<file path="src/rtl/rv32m_pkg.sv">
// Shared RV32M definitions: op encodings, FSM states and datapath width.
package rv32m_pkg;

  localparam int XLEN  = 32;
  localparam int CNT_W = 5;

  typedef enum logic [2:0] {
    OP_MUL    = 3'b000,
    OP_MULH   = 3'b001,
    OP_MULHSU = 3'b010,
    OP_MULHU  = 3'b011,
    OP_DIV    = 3'b100,
    OP_DIVU   = 3'b101,
    OP_REM    = 3'b110,
    OP_REMU   = 3'b111
  } op_e;

  typedef enum logic [1:0] {
    S_IDLE = 2'd0,
    S_CALC = 2'd1,
    S_FIX  = 2'd2,
    S_DONE = 2'd3
  } state_e;

endpackage

</file>
<file path="src/rtl/muldiv_signfix.sv">
// Conditional two's-complement negation: turns a signed operand into its
// magnitude, or re-applies a sign to an unsigned iteration result.
module muldiv_signfix #(
  parameter int W = 32
) (
  input  logic [W-1:0] value_i,
  input  logic         negate_i,
  output logic [W-1:0] value_o
);

  assign value_o = negate_i ? -value_i : value_i;

endmodule

</file>
<file path="src/rtl/muldiv_unit.sv">
// Iterative RV32M multiply/divide unit. Fixed 34-cycle issue period:
// capture, 32 shift-add / restoring-subtract steps, sign fix, writeback pulse.
module muldiv_unit #(
  parameter int XLEN  = rv32m_pkg::XLEN,
  parameter int CNT_W = rv32m_pkg::CNT_W
) (
  input  logic            clk,
  input  logic            rst,
  input  logic            start,
  input  logic [2:0]      funct3,
  input  logic [XLEN-1:0] rs1_data,
  input  logic [XLEN-1:0] rs2_data,
  input  logic [4:0]      rd_addr,
  output logic            busy,
  output logic            done,
  output logic [XLEN-1:0] result,
  output logic [4:0]      wb_addr,
  output logic            wb_en
);

  import rv32m_pkg::*;

  localparam int              PW      = 2 * XLEN;
  localparam logic [CNT_W-1:0] LAST   = CNT_W'(XLEN - 1);
  localparam logic [XLEN-1:0]  MIN_NEG = {1'b1, {(XLEN-1){1'b0}}};

  state_e           state_q;
  op_e              op_q;
  logic [CNT_W-1:0] cnt_q;
  logic [XLEN-1:0]  a_q, b_q, a_raw_q, quo_q, rem_q, result_q;
  logic [PW-1:0]    prod_q;
  logic             a_neg_q, b_neg_q, dz_q, ovf_q;
  logic             busy_q, done_q, wb_en_q;
  logic [4:0]       rd_q, wb_addr_q;

  // Operand conditioning from the raw register-file values.
  op_e             op_in;
  logic            a_signed, b_signed, a_neg, b_neg, in_dz, in_ovf;
  logic [XLEN-1:0] a_mag, b_mag;

  assign op_in    = op_e'(funct3);
  assign a_signed = (op_in == OP_MULH) || (op_in == OP_MULHSU) ||
                    (op_in == OP_DIV)  || (op_in == OP_REM);
  assign b_signed = (op_in == OP_MULH) || (op_in == OP_DIV) || (op_in == OP_REM);
  assign a_neg    = a_signed & rs1_data[XLEN-1];
  assign b_neg    = b_signed & rs2_data[XLEN-1];
  assign in_dz    = (rs2_data == '0);
  assign in_ovf   = ((op_in == OP_DIV) || (op_in == OP_REM)) &&
                    (rs1_data == MIN_NEG) && (rs2_data == '1);

  muldiv_signfix #(.W(XLEN)) u_a_mag (.value_i(rs1_data), .negate_i(a_neg), .value_o(a_mag));
  muldiv_signfix #(.W(XLEN)) u_b_mag (.value_i(rs2_data), .negate_i(b_neg), .value_o(b_mag));

  // One multiply step and one divide step computed every CALC cycle.
  logic [XLEN:0]   add_sum, shifted, diff;
  logic [PW-1:0]   prod_d;
  logic [XLEN-1:0] quo_d, rem_d;

  // Shift-add multiply and restoring-divide next-state logic.
  always_comb begin
    // NOTE: every output of a combinational block gets a value before any
    // branch, so no path can leave it unassigned and infer a latch.
    add_sum = {1'b0, prod_q[PW-1:XLEN]} + (prod_q[0] ? {1'b0, a_q} : '0);
    prod_d  = {add_sum, prod_q[XLEN-1:1]};
    shifted = {rem_q, quo_q[XLEN-1]};
    diff    = shifted - {1'b0, b_q};
    rem_d   = diff[XLEN-1:0];
    quo_d   = {quo_q[XLEN-2:0], 1'b1};
    if (diff[XLEN]) begin
      rem_d = shifted[XLEN-1:0];
      quo_d = {quo_q[XLEN-2:0], 1'b0};
    end
  end

  // Sign correction of the unsigned iteration results.
  logic [PW-1:0]   prod_fix;
  logic [XLEN-1:0] quo_fix, rem_fix, result_d;

  muldiv_signfix #(.W(PW))   u_prod_fix (.value_i(prod_q), .negate_i(a_neg_q ^ b_neg_q), .value_o(prod_fix));
  muldiv_signfix #(.W(XLEN)) u_quo_fix  (.value_i(quo_q),  .negate_i(a_neg_q ^ b_neg_q), .value_o(quo_fix));
  muldiv_signfix #(.W(XLEN)) u_rem_fix  (.value_i(rem_q),  .negate_i(a_neg_q),           .value_o(rem_fix));

  // Result selection, with divide-by-zero and overflow overriding the iteration.
  always_comb begin
    result_d = prod_fix[XLEN-1:0];
    case (op_q)
      OP_MUL:                       result_d = prod_fix[XLEN-1:0];
      OP_MULH, OP_MULHSU, OP_MULHU: result_d = prod_fix[PW-1:XLEN];
      OP_DIV, OP_DIVU:              result_d = dz_q ? '1 : (ovf_q ? MIN_NEG : quo_fix);
      default:                      result_d = dz_q ? a_raw_q : (ovf_q ? '0 : rem_fix);
    endcase
  end

  // Control FSM with registered handshake outputs; DONE can accept the next op.
  always_ff @(posedge clk or posedge rst) begin
    // NOTE: sequential state uses non-blocking assignments so every register
    // samples pre-edge values regardless of statement order.
    if (rst) begin
      state_q   <= S_IDLE;
      op_q      <= OP_MUL;
      cnt_q     <= '0;
      a_q       <= '0;
      b_q       <= '0;
      a_raw_q   <= '0;
      quo_q     <= '0;
      rem_q     <= '0;
      prod_q    <= '0;
      a_neg_q   <= 1'b0;
      b_neg_q   <= 1'b0;
      dz_q      <= 1'b0;
      ovf_q     <= 1'b0;
      rd_q      <= '0;
      result_q  <= '0;
      wb_addr_q <= '0;
      busy_q    <= 1'b0;
      done_q    <= 1'b0;
      wb_en_q   <= 1'b0;
    end else begin
      case (state_q)
        S_IDLE, S_DONE: begin
          done_q  <= 1'b0;
          wb_en_q <= 1'b0;
          if (start) begin
            op_q    <= op_in;
            rd_q    <= rd_addr;
            a_q     <= a_mag;
            b_q     <= b_mag;
            a_raw_q <= rs1_data;
            a_neg_q <= a_neg;
            b_neg_q <= b_neg;
            dz_q    <= in_dz;
            ovf_q   <= in_ovf;
            prod_q  <= {{XLEN{1'b0}}, b_mag};
            quo_q   <= a_mag;
            rem_q   <= '0;
            cnt_q   <= '0;
            busy_q  <= 1'b1;
            state_q <= S_CALC;
          end else begin
            busy_q  <= 1'b0;
            state_q <= S_IDLE;
          end
        end
        S_CALC: begin
          prod_q <= prod_d;
          quo_q  <= quo_d;
          rem_q  <= rem_d;
          cnt_q  <= cnt_q + CNT_W'(1);
          if (cnt_q == LAST) state_q <= S_FIX;
        end
        default: begin
          result_q  <= result_d;
          wb_addr_q <= rd_q;
          done_q    <= 1'b1;
          wb_en_q   <= (rd_q != 5'd0);
          state_q   <= S_DONE;
        end
      endcase
    end
  end

  assign busy    = busy_q;
  assign done    = done_q;
  assign result  = result_q;
  assign wb_addr = wb_addr_q;
  assign wb_en   = wb_en_q;

endmodule

</file>
<file path="config.mk">
export PLATFORM = sky130hd
export DESIGN_NAME = muldiv_unit
export DESIGN_NICKNAME = d
export VERILOG_FILES = /design/src/rtl/rv32m_pkg.sv /design/src/rtl/muldiv_signfix.sv /design/src/rtl/muldiv_unit.sv
export SDC_FILE = /design/constraint.sdc
export NUM_CORES = 1
export LEC_CHECK = 0
export ABC_AREA = 1
export CAP_MARGIN = 40
export CORE_ASPECT_RATIO = 1.75
export CORE_UTILIZATION = 34
export DETAILED_ROUTE_END_ITERATION = 16
export GPL_TIMING_DRIVEN = 0
export PLACE_DENSITY = 0.55
export SETUP_SLACK_MARGIN = 0.05
export SLEW_MARGIN = 20
export SYNTH_ARGS = -nofsm -noshare
export SYNTH_HDL_FRONTEND = slang
export SYNTH_SLANG_ARGS = --single-unit
</file>
<file path="constraint.sdc">
create_clock -name clk -period 10.3 [get_ports clk]
set_input_delay 2.06 -clock clk [delete_from_list [all_inputs] [get_ports clk]]
set_output_delay 2.06 -clock clk [all_outputs]
set_load 0.03 [all_outputs]
</file>
==> impl_results.md, run 1 <==
- Hold buffer count at cts: 0
- Ys flop type: dfrtp_1
- Dpl ws: 5.35 ns
- FMAX: 0.222 GHz
- Post-synthesis cell count: 3,629
- Vias in the first global route: 25.8k
- Final wirelength: 126 mm
- Fin cells: 4,712
- Crit path DAT: 5.01 ns
- Placed cell count: 4,647
- Worst R2R Setup Slack: 6.59 ns
- Worst Hold Endpoint: wb_addr[0]
- Routed vias: 25.5k
- Clk sinks: 282
- Final Skew: 0.0355 ns
- R2R Path Start: prod_q[0]
- Chip height: 343 µm
- CP Cell Sequence: clkdlybuf4s50_1, or2_2, nand2_1, inv_1, clkbuf_1, buf_8, clkbuf_1, nand2_1, o22ai_1
- Root Driver: clkbuf_16
- Initial antenna violation count: 1
- Initial Utilization: 34.5%
- Post-DR vias/cell: 5.40
- Asr flop ratio synth: 100%
- Post-Syn Nets: 3,780
- FF-to-FF End: prod_q[49]
- HP Class: reg -> reg
- Core ar.: 65,500 µm²
- Largest net degree at the start of global routing: 80
- RSZ-0062 raised after global routing: no
- Worst-case reg-to-reg path depth: 19
- Detailed placement HPWL: 105 mm
- Hold wc startpoint: wb_addr[0]
- Antenna cell count: 0
- Final nets: 3,954
- Power density over the cells: 406 nW/µm²
- Routed Antenna Nets: 0
- Cts repair resizes: 0
- Final hold vios: 0
- Row count: 124
- Final Wtd Congestion: 1.03
- Status: finished clean
- Final Max Slew Viols: 0
- CTS tree: built
- Synth cell types: 54
- Overall Power: 10,700 µW
- Max incr delay on CP: 0.68 ns
- Worst EP required: 10.81 ns
- Maximum clock path buffer count: 3
- Skew-Pair Late Insertion Delay: 0.61 ns
- FF+latch count, synth: 282
- CP startpoint kind: input port
- Max VDD drop: 0.000156 V
- Overflow after GRT: 0
- Maximum fanout along the worst path: 10
- Fill cell count: 7,284
- Initial detailed-routing violation count: 1,870
- Critical path type: in -> reg
- First-pass GRT wire length: 179 mm
- Synth warn: 0
- Worst Hold Depth: 2
- GRT Total Usage: 37.6%
- Worst setup EP type: flop
- Number of I/O pins: 115
- Delay-heaviest family, CP: buffers and inverters
- Die Wd: 197 µm
- Tmin final: 4.50 ns
- Slowest cell on the critical path: clkbuf_1
- Setup violators final: 0
- Commonest non-fill, non-tap cell in the layout: nand2_1
- Pre-antenna DRT Iters: 8
- WL per Instance: 26.8 µm
- Syn_area_per_cell: 6.23 µm²
- Mapped cell area: 22,600 µm²
- Max cap viols: 0
- Post-CTS setup buffer count: 0
- H-tree depth: 2
- DRC: 0
- Fraction of layout cells with a size suffix above 1: 4.20%
- Tcrit/Tclk final: 43.7%
- Crit path buf inv count: 5
- Least-Margin Pin Slew: 0.907 ns
- Leakage: 0.0130 µW
- Rel. slew slack: 39.0%
- Most frequent cells in the layout: nand2_1 (1,185), nor2_1 (403), inv_1 (401)
- Hold slack: 0.470 ns
- Die area: 67,600 µm²
- IO buf count: 114
- Register area share after synthesis: 31.2%
- Cts bufs inserted: 35
- Clock transition at path regs: 0.06 ns
- EDFF count, synth: 0
- Fin worst setup slack: 5.80 ns
- Area Overhead vs Synth: 16.8%
## registers in the layout, summed over array words and instances (netlist names)
register and cells:
busy 1, prod_q 64, rem_q 32, rd_q 5
op_q 3, wb_addr 5, a_neg_q 1, quo_q 32
ovf_q 1, a_q 32, wb_en 1, result 32
b_neg_q 1, a_raw_q 31, b_q 32, cnt_q 5
state_q 2, done 1, dz_q 1
## stage by stage
step           utilization (%)  setup TNS [ns]  instance area [µm²]
6_report                  40.3               0                26400
2_1_floorplan                -               0                22600
3_5_place_dp              38.5               0                25200
5_1_grt                   40.3               0                26400
3_3_place_gp              38.0        -1162.30                24900
4_1_cts                   40.3               0                26400
## layer usage
| layer | vias up | GRT usage (%) | share of wire, % |
|---|---|---|---|
| li1 | 12100 | - | - |
| met1 | 11900 | 35.6 | 33 |
| met3 | 450 | 4.91 | 4.4 |
| met4 | 2 | 40.4 | 13 |
| met2 | 956 | 67.0 | 50 |
| met5 | - | 0 | 0.013 |
## power by group
| part | internal [µW] | switching, µW | leakage [µW] |
|---|---|---|---|
| Combinational | 2010 | 5180 | 0.00886 |
| Sequential | 1610 | 551 | 0.00356 |
| Clock | 781 | 606 | 0.000583 |
| Total | 4400 | 6330 | 0.0130 |
## layout make-up
| class | count | area (µm²) | area share [%] |
|---|---|---|---|
| Multi-Input combinational cell | 2809 | 13400 | 50.8 |
| Sequential cell | 282 | 7060 | 26.7 |
| Inverter | 410 | 1550 | 5.86 |
| Timing Repair Buffer | 137 | 1460 | 5.54 |
| Tap cell | 882 | 1100 | 4.18 |
| Clock buffer | 42 | 963 | 3.65 |
| Buffer | 128 | 588 | 2.23 |
| Clock inverter | 22 | 264 | 1.00 |
## worst register-to-register path, stage by stage (launching register included)
cell,delay [ns]
dfrtp_1,0.35
buf_6,0.15
clkbuf_1,0.51
nand2_1,0.10
inv_1,0.08
ha_1,0.14
inv_1,0.07
fa_1,0.36
inv_1,0.08
nand2_1,0.08
o21ai_2,0.25
a21oi_1,0.16
o21ai_1,0.37
nand2_1,0.09
nand2_1,0.21
nand2_1,0.11
nand2_1,0.07
nand2_1,0.05
nand3_1,0.20
o21ai_0,0.14
## cell usage after synthesis (30+ instances only)
cell type	count	area share (%)
o22ai_1	30	0.83
nand2_1	1185	20
nor2_1	403	6.7
inv_1	402	6.7
nor3_1	46	1.0
ha_1	74	4.1
o21ai_0	279	6.2
a21oi_1	198	4.4
nand4_1	45	1.2
nand3_1	301	6.7
dfrtp_1	282	31
xor2_1	56	2.2
clkbuf_1	85	1.4
## worst max-delay path by stage
stage          start          to  slack (ns)  depth (start not counted)
2_1_floorplan    rst     a_neg_q        0.46                          1
3_3_place_gp     rst     b_q[16]       -4.20                          2
3_5_place_dp   start  prod_q[40]        5.35                          9
4_1_cts        start  prod_q[40]        5.94                          9
5_1_grt        start  prod_q[52]        5.77                          9
6_report       start  prod_q[40]        5.80                          9
## cells by family after synthesis
logic type / count (synthesis) / synth area share, %
xor+xnor: 70 / 2.71
fa+ha+maj: 76 / 4.27
flops: 282 / 31.2
simple gates: 2035 / 37.1
buf+inv: 538 / 9.41
compound gates: 628 / 15.3
No activity file was read; power rests on OpenSTA's default activity.
==> run 2, diff against run 1 <==
PLACE_DENSITY = 0.53   (was 0.55)
clock period = 4.4 ns   (was 10.3 ns; I/O delays follow)
==> run 2 against run 1 <==
- clock-buffer cell count shrank 2
- clock power grew 120%
- first-iteration DRC count grew 6.2%
- worst hold slack gained 0.0016 ns
- clock skew shrank 0.00067 ns
- final cell count is essentially flat
- register-to-register slack lost 5.9 ns
- power grew 130%
- via count grew 0.92%
- design area grew 0.15%
- critical endpoint is now prod_q[49]
- highest routed layer is now met4
==> impl_results.md, run 2 (synthesized netlist as in run 1, its figures left out) <==
- Initial detailed-routing violation count: 1,986 (+6.2%)
- Final Max Slew Viols: 0 (unchanged)
- Final nets: 3,961 (+0.18%)
- Max VDD drop: 0.000455 V (+190%)
- Initial antenna violation count: 1 (unchanged)
- CTS tree: built
- Die Wd: 197 µm (unchanged)
- Placed cell count: 4,654 (+0.15%)
- Detailed placement HPWL: 104 mm (-1.8%)
- Fill cell count: 7,433 (+2.0%)
- Internal: 10,300 µW (+130%)
- Fraction of layout cells with a size suffix above 1: 4.28% (+0.076 points)
- Dpl ws: 0.740 ns (-4.61 ns)
- Skew-Pair Late Insertion Delay: 0.57 ns (-0.04 ns)
- Max reg flops: 64 (unchanged)
- Most frequent cells in the layout: nand2_1 (1,185), nor2_1 (403), inv_1 (401)
- Chip height: 343 µm (unchanged)
- Clk sinks: 282 (unchanged)
- Routed Antenna Nets: 0 (unchanged)
- GRT Total Usage: 36.6% (-0.95 points)
- Final Wtd Congestion: 1.04 (+1.0%)
- Row count: 124 (unchanged)
- Critical path type: reg -> reg
- Post-DR vias/cell: 5.45 (+0.86%)
- Final wirelength: 124 mm (-1.8%)
- Commonest non-fill, non-tap cell in the layout: nand2_1
- Cts bufs inserted: 34 (-2.9%)
- Slowest cell on the critical path: clkbuf_1
- CP startpoint kind: flop
- Worst setup EP type: flop
- Final Skew: 0.0349 ns (-0.000666 ns)
- Hold buffer count at cts: 0 (unchanged)
- Maximum fanout along the worst path: 10 (unchanged)
- Sw Ratio: 58.7% (-0.35 points)
- H-tree depth: 2 (unchanged)
- CP Cell Sequence: buf_6, clkbuf_1, nand2_1, inv_1, ha_1, inv_1, fa_1, inv_1, nand2_1, o21ai_2, a21oi_1, o21ai_1, nand2_1, nand2_1, nand2_1, nand2_1, nand2_1, nand3_1, o21ai_0
- Clk pwr share: 12.2% (-0.7 points)
- Clock transition at path regs: 0.07 ns (about the same)
- HP Class: reg -> reg
- Delay-heaviest family, CP: compound AO/OA/AOI/OAI gates
- Cts repair resizes: 0 (unchanged)
- Worst EP required: 4.83 ns (-5.98 ns)
- Maximum clock path buffer count: 3 (unchanged)
- Tcrit/Tclk final: 83.7%
- Fin cells: 4,715 (+0.064%)
- Power density over the cells: 940 nW/µm² (+130%)
- DRC: 0 (unchanged)
- Routed vias: 25.7k (+0.92%)
- IO buf count: 114 (unchanged)
- Crit path DAT: 4.11 ns (-0.90 ns)
- Leakage: 0.0130 µW (+0.30%)
- Largest net degree at the start of global routing: 34 (-57%)
- Overflow after GRT: 0 (unchanged)
- FMAX: 0.271 GHz
- Number of I/O pins: 115 (unchanged)
- Post-CTS setup buffer count: 0 (unchanged)
- WL per Instance: 26.3 µm (-1.8%)
- Pre-antenna DRT Iters: 7 (-1)
- Tmin final: 3.68 ns
- Final hold vios: 0 (unchanged)
- Vias in the first global route: 25.6k (-0.82%)
- Max cap viols: 0 (unchanged)
- Root Driver: clkbuf_16
- Net Sw Power: 14,600 µW (+130%)
- Setup violators final: 0 (unchanged)
- Largest Register: prod_q
- Core ar.: 65,500 µm² (unchanged)
- Least-Margin Pin Slew: 0.903 ns (-0.00412 ns)
- Crit path buf inv count: 5 (unchanged)
- Status: finished clean
- Area Overhead vs Synth: 17.0%
- Cell repeated most along the worst path: nand2_1
- RSZ-0062 raised after global routing: no
- Comb pwr share: 67.5% (+0.6 points)
- Rel. slew slack: 39.6% (+0.61 points)
- First-pass GRT wire length: 175 mm (-2.1%)
- Fin worst setup slack: 0.716 ns (-5.08 ns)
- Max incr delay on CP: 0.48 ns (-0.20 ns)
- Seq pwr share: 20.3% (+0.2 points)
- Initial Utilization: 34.5% (unchanged)
- Die area: 67,600 µm² (unchanged)
==> run 2: power by group through the flow <==
stage / Clock, µW / Sequential, µW / Combinational, µW
after floorplan: 0 / 4770 / 9490
after global placement: 0 / 5000 / 15900
after detailed placement: 0 / 5010 / 16300
after CTS: 3060 / 4970 / 16400
after global routing: 3150 / 5120 / 17900
final: 3030 / 5060 / 16800
==> run 2: path summary, 6_finish.rpt <==
kind                            start    endpoint  slack, ns  depth (start not counted)
max                         prod_q[0]  prod_q[49]       0.72                         19
min                        wb_addr[0]  wb_addr[0]       0.47                          2
max reg2reg                 prod_q[0]  prod_q[49]       0.72                         19
min reg2reg                wb_addr[0]  wb_addr[0]       0.47                          2
max in group asynchronous         rst  prod_q[14]       2.36                          6
min in group asynchronous         rst  prod_q[53]       0.71                          2
==> run 2: worst register-to-register path, delay by kind of cell, from the launching register on <==
| family | cells | cell delay [ns] |
|---|---|---|
| adders and majority gates | 2 | 0.50 |
| AOI/OAI and AO/OA | 4 | 0.97 |
| DFF | 1 | 0.34 |
| buffers and inverters | 5 | 0.85 |
| and+or+nand+nor | 8 | 0.91 |
==> run 2: final cells by class <==
class	instances	area, µm²	share of cell area, %
Sequential cell	282	7060	26.7
Tap cell	882	1100	4.17
Buffer	128	588	2.22
Timing Repair Buffer	145	1590	6.02
Clock inverter	18	206	0.780
Inverter	410	1540	5.83
Multi-Input combinational cell	2809	13400	50.8
Antenna cell	1	2.50	0.00946
Clock buffer	40	935	3.53
==> run 2: per-layer routing <==
metal | vias up | routed length (µm) | global-route usage, %
met5 | - | 0 | 0
met4 | 0 | 15800 | 38.8
met3 | 449 | 4880 | 3.96
met2 | 935 | 61600 | 65.3
met1 | 12100 | 41900 | 35.5
li1 | 12200 | - | -
==> run 2: per-stage QoR <==
stage          util, %  cell area, µm²  total power (µW)  hold WS [ns]  setup TNS (ns)
2_1_floorplan        -           22600             14300         0.449          -60.71
3_3_place_gp      38.0           24900             20900         0.460         -749.67
3_5_place_dp      38.6           25300             21300         0.462               0
4_1_cts           40.4           26400             24400         0.477               0
5_1_grt           40.4           26400             26200         0.493               0
6_report          40.4           26500             24900         0.472               0
==> run 3, diff against run 2 <==
clock period = 3.8 ns   (was 4.4 ns; I/O delays follow)
==> run 3 against run 2 <==
- clock power up 16%
- die area did not move
- via count fell by 0.30%
- fmax increased by 11%
- worst hold slack gained 0.00075 ns
- routed wire length shrank 0.28%
- clock-buffer cell count did not move
- non-clock buffer count decreased by 1
- critical path depth is 10 lower
- register-to-register slack lost 0.24 ns
==> impl_results.md, run 3 (synthesized netlist as in run 1, its figures left out) <==
- Commonest non-fill, non-tap cell in the layout: nand2_1
- Final Max Slew Viols: 0 (unchanged)
- Setup violators final: 0 (unchanged)
- Fill cell count: 7,433 (unchanged)
- Worst EP required: 4.20 ns (-0.63 ns)
- Critical path type: reg -> reg
- Delay-heaviest family, CP: buffers and inverters
- Antenna cell count: 0 (-1)
- Post-CTS setup buffer count: 0 (unchanged)
- Number of I/O pins: 115 (unchanged)
- Tmin final: 3.33 ns (-0.356 ns)
- Cell repeated most along the worst path: nand2_1
- Detailed placement HPWL: 104 mm (unchanged)
- Overflow after GRT: 0 (unchanged)
- WL per Instance: 26.3 µm (-0.24%)
- Initial Utilization: 34.5% (unchanged)
- Maximum clock path buffer count: 3 (unchanged)
- Root Driver: clkbuf_16
- Status: finished clean
- Largest Register: prod_q
- Routed Antenna Nets: 0 (unchanged)
- Chip height: 343 µm (unchanged)
- M3 GR Usage: 3.96% (unchanged)
- RSZ-0062 raised after global routing: no
- Post-DR vias/cell: 5.43 (-0.26%)
- Largest net degree at the start of global routing: 34 (unchanged)
- Core ar.: 65,500 µm² (unchanged)
- Multi-input gate area: 13,400 µm² (unchanged)
- Leakage: 0.0130 µW (about the same)
- Design Area, Final: 26,400 µm² (about the same)
- Hold slack: 0.472 ns (+0.000748 ns)
- Post-place instance area: 25,300 µm² (unchanged)
- Seq. cell area: 7060 µm² (unchanged)
- CTS tree: built
- Fraction of layout cells with a size suffix above 1: 4.28% (about the same)
- CP Cell Sequence: inv_1, ha_1, clkinv_1, nand2_1, nand2_1, inv_2, clkbuf_1, o22ai_1, o21bai_1
- Most frequent cells in the layout: nand2_1 (1,185), nor2_1 (403), inv_1 (401)
- Initial antenna violation count: 1 (unchanged)
- Skew-Pair Late Insertion Delay: 0.57 ns (about the same)
- Max incr delay on CP: 0.71 ns (+0.23 ns)
- Final Wtd Congestion: 1.04 (unchanged)
- H-tree depth: 2 (unchanged)
- Final nets: 3,960 (-0.025%)
- Pre-antenna DRT Iters: 7 (unchanged)
- Tcrit/Tclk final: 87.6% (+3.8 points)
- GRT busiest layer: met2
- Initial detailed-routing violation count: 2,046 (+3.0%)
- Cts repair resizes: 0 (unchanged)
- Crit path buf inv count: 4 (-1)
- Final hold vios: 0 (unchanged)
- Die area: 67,600 µm² (unchanged)
- Final Skew: 0.0348 ns (-0.0000453 ns)
- Routed vias: 25.6k (-0.30%)
- DRC: 0 (unchanged)
- HP Class: reg -> reg
- Hold buffer count at cts: 0 (unchanged)
- GR Util met2: 65.3% (about the same)
- Least-Margin Pin Slew: 0.964 ns (+0.0605 ns)
- Max VDD drop: 0.000521 V (+15%)
- Row count: 124 (unchanged)
- First-pass GRT wire length: 175 mm (about the same)
- Max cap viols: 0 (unchanged)
- Final wirelength: 124 mm (-0.28%)
- Clock transition at path regs: 0.06 ns (about the same)
- Max reg flops: 64 (unchanged)
- GRT met1 Usage: 35.5% (unchanged)
- Maximum fanout along the worst path: 10 (unchanged)
- Area Overhead vs Synth: 17.0% (about the same)
- Worst setup EP type: flop
- IO buf count: 114 (unchanged)
- CP startpoint kind: flop
- Crit path DAT: 3.73 ns (-0.38 ns)
- Slowest cell on the critical path: clkbuf_1
- Clk sinks: 282 (unchanged)
- GRT Total Usage: 36.6% (about the same)
- Cts bufs inserted: 34 (unchanged)
- Power density over the cells: 1090 nW/µm² (+16%)
- Vias in the first global route: 25.6k (-0.016%)
- Rel. slew slack: 35.5% (-4.1 points)
- FMAX: 0.300 GHz (+11%)
- Die Wd: 197 µm (unchanged)
-- run 3: area by class of cell --
type,instances,share of cell area (%)
Timing Repair Buffer,145,6.02
Sequential cell,282,26.7
Clock inverter,18,0.781
Inverter,410,5.83
Clock buffer,40,3.53
Tap cell,882,4.17
Multi-Input combinational cell,2809,50.8
Buffer,127,2.21
-- run 3: path summary, 6_finish.rpt --
| check | start | to | slack [ns] | depth (start not counted) |
|---|---|---|---|---|
| worst min-delay path | wb_addr[0] | wb_addr[0] | 0.47 | 2 |
| min in group asynchronous | rst | prod_q[53] | 0.59 | 2 |
| worst max register to register | state_q[1] | prod_q[21] | 0.47 | 9 |
| worst min register to register | wb_addr[0] | wb_addr[0] | 0.47 | 2 |
| max in group asynchronous | rst | prod_q[14] | 1.87 | 6 |
| worst max-delay path | state_q[1] | prod_q[21] | 0.47 | 9 |
-- run 3: power breakdown --
part           internal [µW]  switching, µW
Clock                   2030           1470
Combinational           5500          13900
Sequential              4360           1490
Total                  11900          16800
-- run 3: per-layer routing --
metal,vias to the layer above,share of wire [%],routed length (µm)
met5,-,0,0
met2,975,50,62000
met4,0,12,15400
li1,12200,-,-
met3,428,4.4,5460
met1,12000,33,41100
-- run 3: worst register-to-register path: cells and delay by family (launching register included) --
kind / cells / cell delay [ns]
buffers and inverters: 4 / 1.53
AND/OR/NAND/NOR: 2 / 0.67
flip-flops: 1 / 0.40
AO/OA/AOI/OAI: 2 / 0.38
adder cells (fa/ha/maj): 1 / 0.18
-- run 3: per-stage QoR --
stage | instances | utilization, % | setup WS (ns) | power, µW | setup TNS (ns)
2_1_floorplan | 3629 | - | -0.695 | 16500 | -196.07
5_1_grt | 4713 | 40.4 | 0.370 | 30300 | 0
3_3_place_gp | 4625 | 38.0 | -3.23 | 24300 | -889.20
3_5_place_dp | 4654 | 38.6 | 0.140 | 24700 | 0
6_report | 4713 | 40.4 | 0.472 | 28700 | 0
4_1_cts | 4712 | 40.4 | 0.124 | 28200 | 0
